==> config.mk <==
export PLATFORM = sky130hd
export DESIGN_NAME = dds_sweep_ctrl
export DESIGN_NICKNAME = d
export VERILOG_FILES = /design/src/rtl/dds_sweep_ctrl.sv
export SDC_FILE = /design/constraint.sdc
export NUM_CORES = 1
export LEC_CHECK = 0
export ABC_CLOCK_PERIOD_IN_PS = 5600
export CORE_MARGIN = 1
export CORE_UTILIZATION = 45
export CTS_CLUSTER_DIAMETER = 50
export DETAILED_ROUTE_END_ITERATION = 7
export DONT_BUFFER_PORTS = 1
export MAX_ROUTING_LAYER = met4
export SLEW_MARGIN = 5
export SYNTH_ARGS = -nofsm -noshare
export SYNTH_HDL_FRONTEND = slang
export SYNTH_SLANG_ARGS = --single-unit
==> constraint.sdc <==
create_clock -name clk -period 5.6 [get_ports clk]
set_clock_uncertainty 0.05 [all_clocks]
set_input_delay 1.12 -clock clk [delete_from_list [all_inputs] [get_ports clk]]
set_output_delay 1.12 -clock clk [all_outputs]
set_load 0.05 [all_outputs]
==> src/rtl/dds_sweep_ctrl.sv <==
// Frequency-sweep controller for a DDS: steps the tuning word from a start
// value to a stop value, holding each word for a programmable dwell.
// Modes: single up-sweep, continuous sawtooth, or continuous triangle.
//
// Ports:
//   clk, rst_n          sample clock (rising edge), async active-low reset
//   start, abort        sweep request (IDLE only), synchronous stop (any state)
//   cfg_mode            00 single, 01 sawtooth, 10 triangle, 11 as 00
//   cfg_start_ftw       first tuning word
//   cfg_stop_ftw        last tuning word
//   cfg_step            tuning-word increment per step
//   cfg_dwell           extra hold cycles per tuning word
//   ftw                 tuning word to the phase accumulator
//   phase_clr           one-cycle accumulator clear at sweep start
//   out_en, busy        DAC enable / sweep in progress (identical)
//   done                one-cycle pulse at the end of a single sweep
//   err                 one-cycle pulse when start is rejected (start > stop)
module dds_sweep_ctrl #(
  parameter int unsigned FTW_W   = 16,
  parameter int unsigned DWELL_W = 24
) (
  input  logic               clk,
  input  logic               rst_n,
  input  logic               start,
  input  logic               abort,
  input  logic [1:0]         cfg_mode,
  input  logic [FTW_W-1:0]   cfg_start_ftw,
  input  logic [FTW_W-1:0]   cfg_stop_ftw,
  input  logic [FTW_W-1:0]   cfg_step,
  input  logic [DWELL_W-1:0] cfg_dwell,
  output logic [FTW_W-1:0]   ftw,
  output logic               phase_clr,
  output logic               out_en,
  output logic               busy,
  output logic               done,
  output logic               err
);

  typedef enum logic [1:0] {IDLE, DWELL, STEP, FINISH} state_t;

  localparam logic [1:0] MODE_SINGLE = 2'b00;
  localparam logic [1:0] MODE_SAW    = 2'b01;
  localparam logic [1:0] MODE_TRI    = 2'b10;

  state_t               state_q, state_d;
  logic [1:0]           mode_q, mode_d;
  logic [FTW_W-1:0]     start_q, start_d, stop_q, stop_d, step_q, step_d;
  logic [DWELL_W-1:0]   dwell_q, dwell_d, cnt_q, cnt_d;
  logic                 dir_down_q, dir_down_d;
  logic [FTW_W-1:0]     ftw_d;
  logic                 phase_clr_d, busy_d, done_d, err_d;

  logic [FTW_W:0]       up_sum;
  logic [FTW_W-1:0]     up_next, down_next;
  logic                 leg_end;

  // Clamped next words in each direction; the extra sum bit stops wrap past 2^FTW_W.
  always_comb begin
    up_sum    = {1'b0, ftw} + {1'b0, step_q};
    up_next   = (up_sum > {1'b0, stop_q}) ? stop_q : up_sum[FTW_W-1:0];
    // ftw never drops below start_q, so ftw - start_q cannot underflow
    down_next = ((ftw - start_q) < step_q) ? start_q : (ftw - step_q);
    // a zero step can never reach the far end, so it ends every leg at once
    leg_end   = (step_q == '0) || (dir_down_q ? (ftw == start_q) : (ftw == stop_q));
  end

  // Next-state and registered-output logic.
  always_comb begin
    state_d     = state_q;
    mode_d      = mode_q;
    start_d     = start_q;
    stop_d      = stop_q;
    step_d      = step_q;
    dwell_d     = dwell_q;
    cnt_d       = cnt_q;
    dir_down_d  = dir_down_q;
    ftw_d       = ftw;
    busy_d      = busy;
    phase_clr_d = 1'b0;
    done_d      = 1'b0;
    err_d       = 1'b0;

    if (abort) begin
      state_d    = IDLE;
      ftw_d      = '0;
      busy_d     = 1'b0;
      cnt_d      = '0;
      dir_down_d = 1'b0;
    end else begin
      case (state_q)
        IDLE: begin
          if (start) begin
            mode_d  = (cfg_mode == 2'b11) ? MODE_SINGLE : cfg_mode;
            start_d = cfg_start_ftw;
            stop_d  = cfg_stop_ftw;
            step_d  = cfg_step;
            dwell_d = cfg_dwell;
            if (cfg_start_ftw > cfg_stop_ftw) begin
              err_d = 1'b1;
            end else begin
              state_d     = DWELL;
              ftw_d       = cfg_start_ftw;
              phase_clr_d = 1'b1;
              busy_d      = 1'b1;
              dir_down_d  = 1'b0;
              cnt_d       = cfg_dwell;
            end
          end
        end
        DWELL: begin
          if (cnt_q == '0) state_d = STEP;
          else             cnt_d   = cnt_q - DWELL_W'(1);
        end
        STEP: begin
          state_d = DWELL;
          cnt_d   = dwell_q;
          if (!leg_end) begin
            ftw_d = dir_down_q ? down_next : up_next;
          end else begin
            case (mode_q)
              MODE_SAW: ftw_d = start_q;
              MODE_TRI: begin
                // turn around and take the first step of the new leg now
                dir_down_d = ~dir_down_q;
                ftw_d      = dir_down_q ? up_next : down_next;
              end
              default: begin
                state_d = FINISH;
                busy_d  = 1'b0;
                done_d  = 1'b1;
              end
            endcase
          end
        end
        FINISH: state_d = IDLE;
        default: state_d = IDLE;
      endcase
    end
  end

  // State and output registers.
  always_ff @(posedge clk or negedge rst_n) begin
    if (!rst_n) begin
      state_q    <= IDLE;
      mode_q     <= '0;
      start_q    <= '0;
      stop_q     <= '0;
      step_q     <= '0;
      dwell_q    <= '0;
      cnt_q      <= '0;
      dir_down_q <= 1'b0;
      ftw        <= '0;
      phase_clr  <= 1'b0;
      out_en     <= 1'b0;
      busy       <= 1'b0;
      done       <= 1'b0;
      err        <= 1'b0;
    end else begin
      state_q    <= state_d;
      mode_q     <= mode_d;
      start_q    <= start_d;
      stop_q     <= stop_d;
      step_q     <= step_d;
      dwell_q    <= dwell_d;
      cnt_q      <= cnt_d;
      dir_down_q <= dir_down_d;
      ftw        <= ftw_d;
      phase_clr  <= phase_clr_d;
      out_en     <= busy_d;
      busy       <= busy_d;
      done       <= done_d;
      err        <= err_d;
    end
  end

endmodule

### After elaboration in Yosys (flattened, before gate mapping)

Cells that the tools add are included.
W data, S select, Z words.

* logic and storage cells: 99
* memories kept: 0
* flip-flop bits (word level): 121
* input bits: 78
* bits in latches: 0
* output and inout port bits: 21
* RAM bits: 0
* ROM bits: 0

* shifts and indexed selects: 0
* multiply operators: 0
* div/mod/pow operators: 0
* reduce and logical (&&, ||, !) cells: 13
* add/subtract/negate cells: 4
* muxes and demuxes: 48
* bitwise gates (word level): 2
* equality and inequality tests: 16
* magnitude comparators: 3

Operators with widths (number)
* $mux W16: 8
* $mux W24: 4
* $pmux W24 S3: 1
* $pmux W16 S2: 2
* $eq A16 B16 Y1: 2
* $sub A16 B16 Y16: 2
* $logic_not A24 Y1: 1
* $sub A24 B1 Y24 const B: 1
* $mux W1: 23
* $ne A3 B3 Y1 const B: 7
* $add A16 B16 Y17: 1
* $gt A17 B16 Y1: 1
* $gt A16 B16 Y1: 1
* $logic_not A16 Y1: 1
* $lt A16 B16 Y1: 1
* $mux W2: 7
* $reduce_and A5 Y1: 2
* $eq A2 B2 Y1 const B: 4
* $pmux W2 S4: 1
* $reduce_and A4 Y1: 2
* $reduce_and A3 Y1: 2
* $ne A5 B5 Y1 const B: 1
* $eq A2 B1 Y1 const B: 2
* $pmux W1 S2: 2
* other kinds (6): 7

### Longest topological paths before layout

Gate-level depths: netlist of run 1.

* depth in word-level cells: 8
* mapped depth: 24
* gate-level depth less buffers: 23

### Least setup slack after synthesis of run 1

OpenSTA, ideal clock, no wires.

* path type: flip-flop to flip-flop
* start point: register ftw[0]
* end point: register ftw[15]
* slack: 710 ps
* clock period less this slack: 4890 ps
* setup time: 94 ps
* required time: 5456 ps
* path buffers: 1
* cell stages (with the launch flop): 25
* arrival time: 4746 ps
* cells stage by stage: dfrtp_1 inv_1 ha_1 inv_1 fa_1 a21o_1 a21oi_1 o21ai_0 a21oi_1 o21bai_1 a211oi_1 o21ai_0 a211o_1 nand3_1 ha_1 o21a_1 o21ai_0 a21oi_1 a311o_1 buf_2 mux2i_1 and3b_1 a221oi_1 o41ai_1 a211oi_1

* word-level cells in the longest chain between the ends: 8
* elaborated cells on any way between the ends: 19
* those cells by class: 3 x add/sub; 2 x order compare; 3 x eq/ne; 9 x mux; 2 x reduce/logical

RTL lines
* start, declared: line 31 `output logic [FTW_W-1:0] ftw,`
* start signal, assigned: line 167 `ftw <= ftw_d;`
* $add A16 B16 Y17 / $sub A16 B16 Y16 (equally long branches): line 59, 62
* $gt A17 B16 Y1 / $lt A16 B16 Y1 (equally long branches): line 60, 62
* $mux W16 (on tied branches): line 60, 62
* $mux W16: line 125 `ftw_d = dir_down_q ? up_next : down_next;`
* $pmux W16 S2: line 120 `case (mode_q)`
* $mux W16: line 117 `if (!leg_end) begin`
* $pmux W16 S2: line 90 `case (state_q)`
* $mux W16: line 83 `if (abort) begin`

Several ways; a longest one is shown, not always the timed one.
A chain may end at the register's enable or synchronous reset.

### Final worst setup path of run 1

* start point: register step_q[2]
* end point: register ftw[15]

* word-level cells in the longest chain between the ends: 8
* elaborated cells on any way between the ends: 16
* those cells by class: 2 x add/sub; 2 x order compare; 1 x eq/ne; 8 x mux; 3 x reduce/logical

RTL lines
* start, declared: line 47 `logic [FTW_W-1:0] start_q, start_d, stop_q, stop_d, step_q, step_d;`
* start signal, assigned: line 163 `step_q <= step_d;`
* $add A16 B16 Y17: line 59 `up_sum = {1'b0, ftw} + {1'b0, step_q};`
* $gt A17 B16 Y1: line 60 `up_next = (up_sum > {1'b0, stop_q}) ? stop_q : up_sum[FTW_W-1:0];`
* $mux W16: line 60
* $mux W16: line 125
* $pmux W16 S2: line 120
* $mux W16: line 117
* $pmux W16 S2: line 90
* $mux W16: line 83

Several ways; a longest one is shown, not always the timed one.

==> results of run 1 <==
[registers in the layout (all words and copies together), names as in the netlist]
signal and count:
dir_down_q 1, dwell_q 24, busy 1, stop_q 16, ftw 16, phase_clr 1
start_q 16, err 1, cnt_q 24, state_q 2, done 1, mode_q 2
step_q 16
[stage by stage]
stage                     setup WS [ns]  hold slack [ns]  instances  instance area (um2)
after floorplan                  0.7104           0.3998       1151                10070
after global placement           0.3224           0.4183       1400                10360
after detailed placement         0.1766           0.4256       1400                10360
after CTS                        0.1585           0.3282       1432                10990
after global routing          0.0009521           0.3272       1434                11030
final                            0.3103           0.3430       1434                11030
[cells in the final DEF (no fill, tap or decap), types with 4 or more instances in the layout]
master / synthesis / final
or4_1: 4 / 4
o22ai_1: 16 / 16
o21a_1: 7 / 7
nor2b_1: 22 / 22
dfrtp_1: 121 / 121
o211a_1: 6 / 6
nor3_1: 30 / 29
mux2_2: 57 / 57
and3_1: 9 / 9
ha_1: 98 / 98
o31ai_1: 10 / 10
nand4_1: 14 / 14
buf_4: 5 / 23
nor3b_1: 4 / 4
xor2_1: 32 / 32
mux2i_1: 12 / 12
nand3_1: 18 / 18
a22o_1: 8 / 8
a221oi_1: 21 / 21
o41ai_1: 19 / 19
o211ai_1: 13 / 13
o21ai_0: 55 / 55
nor4_1: 8 / 8
o32ai_1: 6 / 6
nor2_1: 94 / 94
inv_1: 99 / 99
a211o_1: 4 / 4
clkbuf_16: 0 / 17
a211oi_1: 12 / 12
or3_1: 12 / 12
inv_6: 0 / 4
xnor2_1: 36 / 36
a21o_1: 15 / 15
o31a_1: 4 / 4
nand2b_1: 15 / 15
o21bai_1: 7 / 7
a31oi_1: 4 / 4
and2_1: 6 / 6
nand2_1: 87 / 86
a21oi_1: 59 / 59
[area by class of cell]
cell class                 instances  area [um2]
sequential                       121        3028
multi-input combinational        878        6455
clock inverter                    12       161.4
timing repair buffer              24       192.7
tap                              280       350.3
inverter                          99       371.6
clock buffer                      20       466.7
fill                            2089       10870
[per-layer routing]
metal	wire length [um]	vias to the layer above	share of wire, %	global-route usage (%)
met5	0	-	0	-
met4	693	0	2.3	9.653
met3	1915	51	6.2	5.629
met2	14580	269	47	46.03
met1	13510	4179	44	35.87
li1	-	4165	-	-
[worst max-delay path, stage by stage (launching register included)]
cell	delay (ns)
dfrtp_1	0.43
inv_1	0.10
ha_1	0.46
nor3b_1	0.12
o31ai_1	0.33
o21ai_1	0.19
o41ai_1	0.51
o31ai_1	0.21
a21oi_1	0.25
xnor2_1	0.10
ha_1	0.21
or4_1	0.47
a211o_1	0.27
o32ai_1	0.35
o211ai_1	0.19
buf_4	0.21
a2111o_1	0.34
o211ai_1	0.11
o41ai_1	0.09
a211oi_1	0.21
[synth_stat cells (21+ instances only)]
library cell	count
a21oi_1	59
a221oi_1	21
clkbuf_1	35
dfrtp_1	121
ha_1	98
inv_1	99
mux2_2	57
nand2_1	87
nor2_1	94
nor2b_1	22
nor3_1	30
o21ai_0	55
xnor2_1	36
xor2_1	32
[kinds of logic (layout without fill, tap and decap cells)]
kind of cell / after synthesis / count (layout) / synth area share [%]
AO/OA/AOI/OAI: 306 / 306 / 21.44
XOR/XNOR: 68 / 68 / 5.912
adder cells (fa/ha/maj): 101 / 101 / 12.77
buffers and inverters: 152 / 155 / 6.186
flip-flops: 121 / 121 / 30.06
multiplexers: 69 / 69 / 7.564
AND/OR/NAND/NOR: 334 / 334 / 16.07
[worst max path at each step]
stage,to,depth (start not counted)
2_1_floorplan,ftw[15]$_DFFE_PN0P_,24
3_3_place_gp,ftw[15]$_DFFE_PN0P_,20
3_5_place_dp,ftw[15]$_DFFE_PN0P_,20
4_1_cts,ftw[15]$_DFFE_PN0P_,20
5_1_grt,ftw[15]$_DFFE_PN0P_,23
6_report,ftw[15]$_DFFE_PN0P_,19
[what timing repair did]
action | CTS | global route
hold buffers | 0 | 0
gates resized for setup | 0 | 5
endpoints found under the setup margin | 0 | 9
buffers inserted | 0 | 2
==> run summary, run 1 <==
First-pass iteration count of the detailed router: 5
Antenna diodes: 0
Share of cells above drive strength 1: 11.79%
Critical path startpoint: step_q[2]$_DFFE_PN0P_
DRC Markers: 0
ANT nets after route: 0
Max_slew headroom: 26.51%
Core area: 0.02189 mm2
Setup CP Type: reg2reg
Final Net Count: 1320
Pin count of the biggest net entering global routing: 122
Clk_lat worst skew: 0.43 ns
Post-Synthesis Cells: 1151
Post-synthesis async set-or-reset flop share: 100.0%
R2R setup slack: 0.31 ns
Max Slew Vio Count: 0
Vias in the first global route: 8664
Port buffer count: 0
Cell area after synthesis: 0.01007 mm2
Fin. Hold Viols: 0
Clock slew at reported path FFs: 0.06 ns
CTS Buf Count: 17
Grt ovf: 0
CTS tree: yes
Worst r2r dst: ftw[15]$_DFFE_PN0P_
Kind of end point of the critical path: flop
Setup TNS: 0 ns
IO Count: 99
Top cells by area, synth: dfrtp_1 30%, ha_1 12%, mux2_2 6.4%, inv_1 3.7%, nor2_1 3.5%
WL per Instance: 21.41 um
Clock Tree Buf Depth: 2
Slew at the pin with the worst max-slew slack: 1.101 ns
Die ar.: 0.02299 mm2
H-tree levels: 4
Starting density of the core: 46.02%
Die span in y: 151.6 um
Clk sinks: 121
DRT Wirelength: 30700 um
WP data required: 5.88 ns
YS warnings: 0
P&R area growth vs syn: 9.452%
GP Congestion: 0.9345
Cell Rows: 54
Top cell type's share of synthesized area: 30.06%
Die width: 151.6 um
Outcome: completed
Worst r2r src: step_q[2]$_DFFE_PN0P_
Clk Tree Root Cell: clkbuf_16
Arrival time worst endpoint: 5.57 ns
Yosys cell types: 74
Iter 0 DRT Violations: 686
Number of flops mapped to enable cells by yosys: 0
Critical path fanouts, max: 8
Tmin final: 5.290 ns
Reg2Reg Depth: 19
Seq/Total Area, Yosys: 30.06%
RSZ-0062 raised after global routing: no
Initial antenna violation count: 0
DP HPWL: 22880 um
Number of max-cap violations: 0
Cell taking the most area after synthesis: dfrtp_1
Via-to-Cell Ratio: 6.042
Fmax: 189.0 MHz
Final Util: 50.37%
Avg Inst Size Synth: 8.752 um2
Final period util: 94.46%
Hold Crit Class: in2async
First-pass GRT wire length: 47960 um
Yosys reg bits: 121
Setup violators final: 0
Top_reg_cell synth: dfrtp_1
Vias: 8664
Syn nets: 1330
CP Launch Type: flop
GR Util All Layers: 28.60%
Power of run 1 is left out: the tool's default activity adds up to more than one toggle a clock period on the data nets, which glitch-free logic cannot reach.
==> inputs of run 2 (changes only) <==
- CELL_PAD_IN_SITES_DETAIL_PLACEMENT: default -> 2
- CELL_PAD_IN_SITES_GLOBAL_PLACEMENT: default -> 2
- CORE_UTILIZATION: 45 -> 40
- PLACE_DENSITY_LB_ADDON: default -> 0.1
==> run summary, run 2 (synthesized netlist as in run 1, its figures left out) <==
Biggest registers after layout: cnt_q: 24 flops, dwell_q: 24 flops
Setup CP Type: reg2reg
Die ar.: 0.02582 mm2 (+12%)
Starting density of the core: 41.06% (-5.0 points)
Crit path max-delay cell type: or4_1
Critical path fanouts, max: 29 (+21)
Initial antenna violation count: 0 (unchanged)
First-pass iteration count of the detailed router: 5 (unchanged)
WL per Instance: 25.54 um (+19%)
Hold buffer count at cts: 0 (unchanged)
Die span in y: 160.7 um (+6.0%)
Clk Tree Root Cell: clkbuf_16
Outcome: completed
Hold Crit Class: in2async
DRC Markers: 0 (unchanged)
RSZ-0062 raised after global routing: no
WP data required: 5.88 ns (about the same)
Tmin final: 5.233 ns (-0.05697 ns)
DP HPWL: 28300 um (+24%)
Core area: 0.02453 mm2 (+12%)
Top delay family on crit path: compound AO/OA/AOI/OAI gates
Commonest non-fill, non-tap cell in the layout: dfrtp_1
Die width: 160.7 um (+6.0%)
Final period util: 93.44% (-1.0 points)
Critical path startpoint: ftw[0]$_DFFE_PN0P_
Iter 0 DRT Violations: 417 (-39%)
Setup violators final: 0 (unchanged)
CP cell instances: buf_4, ha_1, inv_1, fa_1, nor2_1, o211ai_1, a311oi_2, o22ai_1, o31ai_1, xnor2_1, ha_1, or4_1, a211o_1, o32ai_2, o211ai_1, buf_4, mux2i_1, nand2_1, o211ai_1, a211oi_1
CTS tree: yes
IO Count: 99 (unchanged)
Via-to-Cell Ratio: 6.053 (+0.19%)
Number of max-cap violations: 0 (unchanged)
Final Net Count: 1323 (+0.23%)
Antenna diodes: 0 (unchanged)
Clock slew at reported path FFs: 0.07 ns (about the same)
DRT Wirelength: 37820 um (+23%)
Fmax: 191.1 MHz (+1.1%)
Pin count of the biggest net entering global routing: 122 (unchanged)
Arrival time worst endpoint: 5.51 ns (-0.06 ns)
Slew at the pin with the worst max-slew slack: 1.051 ns (-0.05070 ns)
ANT nets after route: 0 (unchanged)
Clk_lat worst skew: 0.44 ns (about the same)
Vias: 8965 (+3.5%)
GR Util All Layers: 30.88% (+2.3 points)
H-tree levels: 4 (unchanged)
Vias in the first global route: 10080 (+16%)
Max_slew headroom: 29.95% (+3.4 points)
First-pass GRT wire length: 58610 um (+22%)
Crit-path max cell delay: 0.52 ns (about the same)
Worst r2r src: ftw[0]$_DFFE_PN0P_
Commonest non-fill, non-tap cells in the layout: 121 x dfrtp_1, 99 x inv_1, 98 x ha_1
Clk sinks: 121 (unchanged)
Max Slew Vio Count: 0 (unchanged)
Fin. Hold Viols: 0 (unchanged)
P&R area growth vs syn: 9.862%
CTS Buf Count: 17 (unchanged)
Port buffer count: 0 (unchanged)
Setup TNS: 0 ns (unchanged)
Share of cells above drive strength 1: 12.27% (+0.49 points)
Clock Tree Buf Depth: 2 (unchanged)
Grt ovf: 0 (unchanged)
Crit path buf inv count: 3 (+1)
Kind of end point of the critical path: flop
CP Launch Type: flop
CP dominant cell by count: o211ai_1
Cell Rows: 57 (+5.6%)
GP Congestion: 0.8856 (-5.2%)
-- run 2: cell count changes in the layout (fill, tap and decap cells not counted), moves of 3 or more --
cell | before | now
bufinv_16 | 3 | 0
clkbuf_8 | 3 | 0
buf_4 | 23 | 27
inv_8 | 0 | 3
-- run 2: through the flow --
| stage | hold WS [ns] | area, um2 | setup WS, ns | instances | utilization (%) |
|---|---|---|---|---|---|
| final | 0.3181 | 11070 | 0.3673 | 1481 | 45.11 |
| after global routing | 0.3134 | 11070 | 0.04547 | 1481 | 45.11 |
| after CTS | 0.3099 | 10980 | 0.04687 | 1477 | 44.77 |
| after detailed placement | 0.4237 | 10410 | 0.08328 | 1445 | 42.42 |
| after global placement | 0.4179 | 10410 | 0.3663 | 1445 | 42.42 |
| after floorplan | 0.3998 | 10070 | 0.7104 | 1151 | - |
-- run 2: what timing repair did --
action	4_1_cts	5_1_grt
buffers inserted	0	4
gates resized for setup	0	9
setup endpoints to repair	0	15
-- run 2: worst paths after layout --
kind                                      endpoint  slack (ns)  cells after the start
max reg2reg                    ftw[11]$_DFFE_PN0P_        0.37                     20
min in group clk             mode_q[0]$_DFFE_PN0P_        0.43                      2
max                            ftw[11]$_DFFE_PN0P_        0.37                     20
max in group asynchronous      ftw[15]$_DFFE_PN0P_        5.00                      0
min                        dwell_q[19]$_DFFE_PN0P_        0.32                      0
min reg2reg                  mode_q[0]$_DFFE_PN0P_        0.43                      2
-- run 2: layout make-up --
type,instances,area [um2]
clock buffer,17,425.4
clock inverter,15,151.4
fill,2734,13470
inverter,99,371.6
multi-input combinational,878,6482
sequential,121,3028
tap,324,405.4
timing repair buffer,27,202.7
-- run 2: layer usage --
layer  share of wire [%]  wire length, um  track usage [%]  vias to the layer above
met1                  42            16050            36.00                     4540
met4                 3.6             1373            12.31                        0
li1                    -                -                -                     4155
met5                   0                0                -                        -
met3                 3.6             1359            4.184                       81
met2                  50            19040            53.56                      189
Power of run 2 is left out for the same reason.
==> inputs of run 3 (changes only) <==
- CTS_BUF_LIST: default -> sky130_fd_sc_hd__clkbuf_4 sky130_fd_sc_hd__clkbuf_8 sky130_fd_sc_hd__clkbuf_16
==> results of run 3 <==
No change in the layout: final DEF, timing and power equal those of run 2.
Power of run 3 is left out for the same reason.
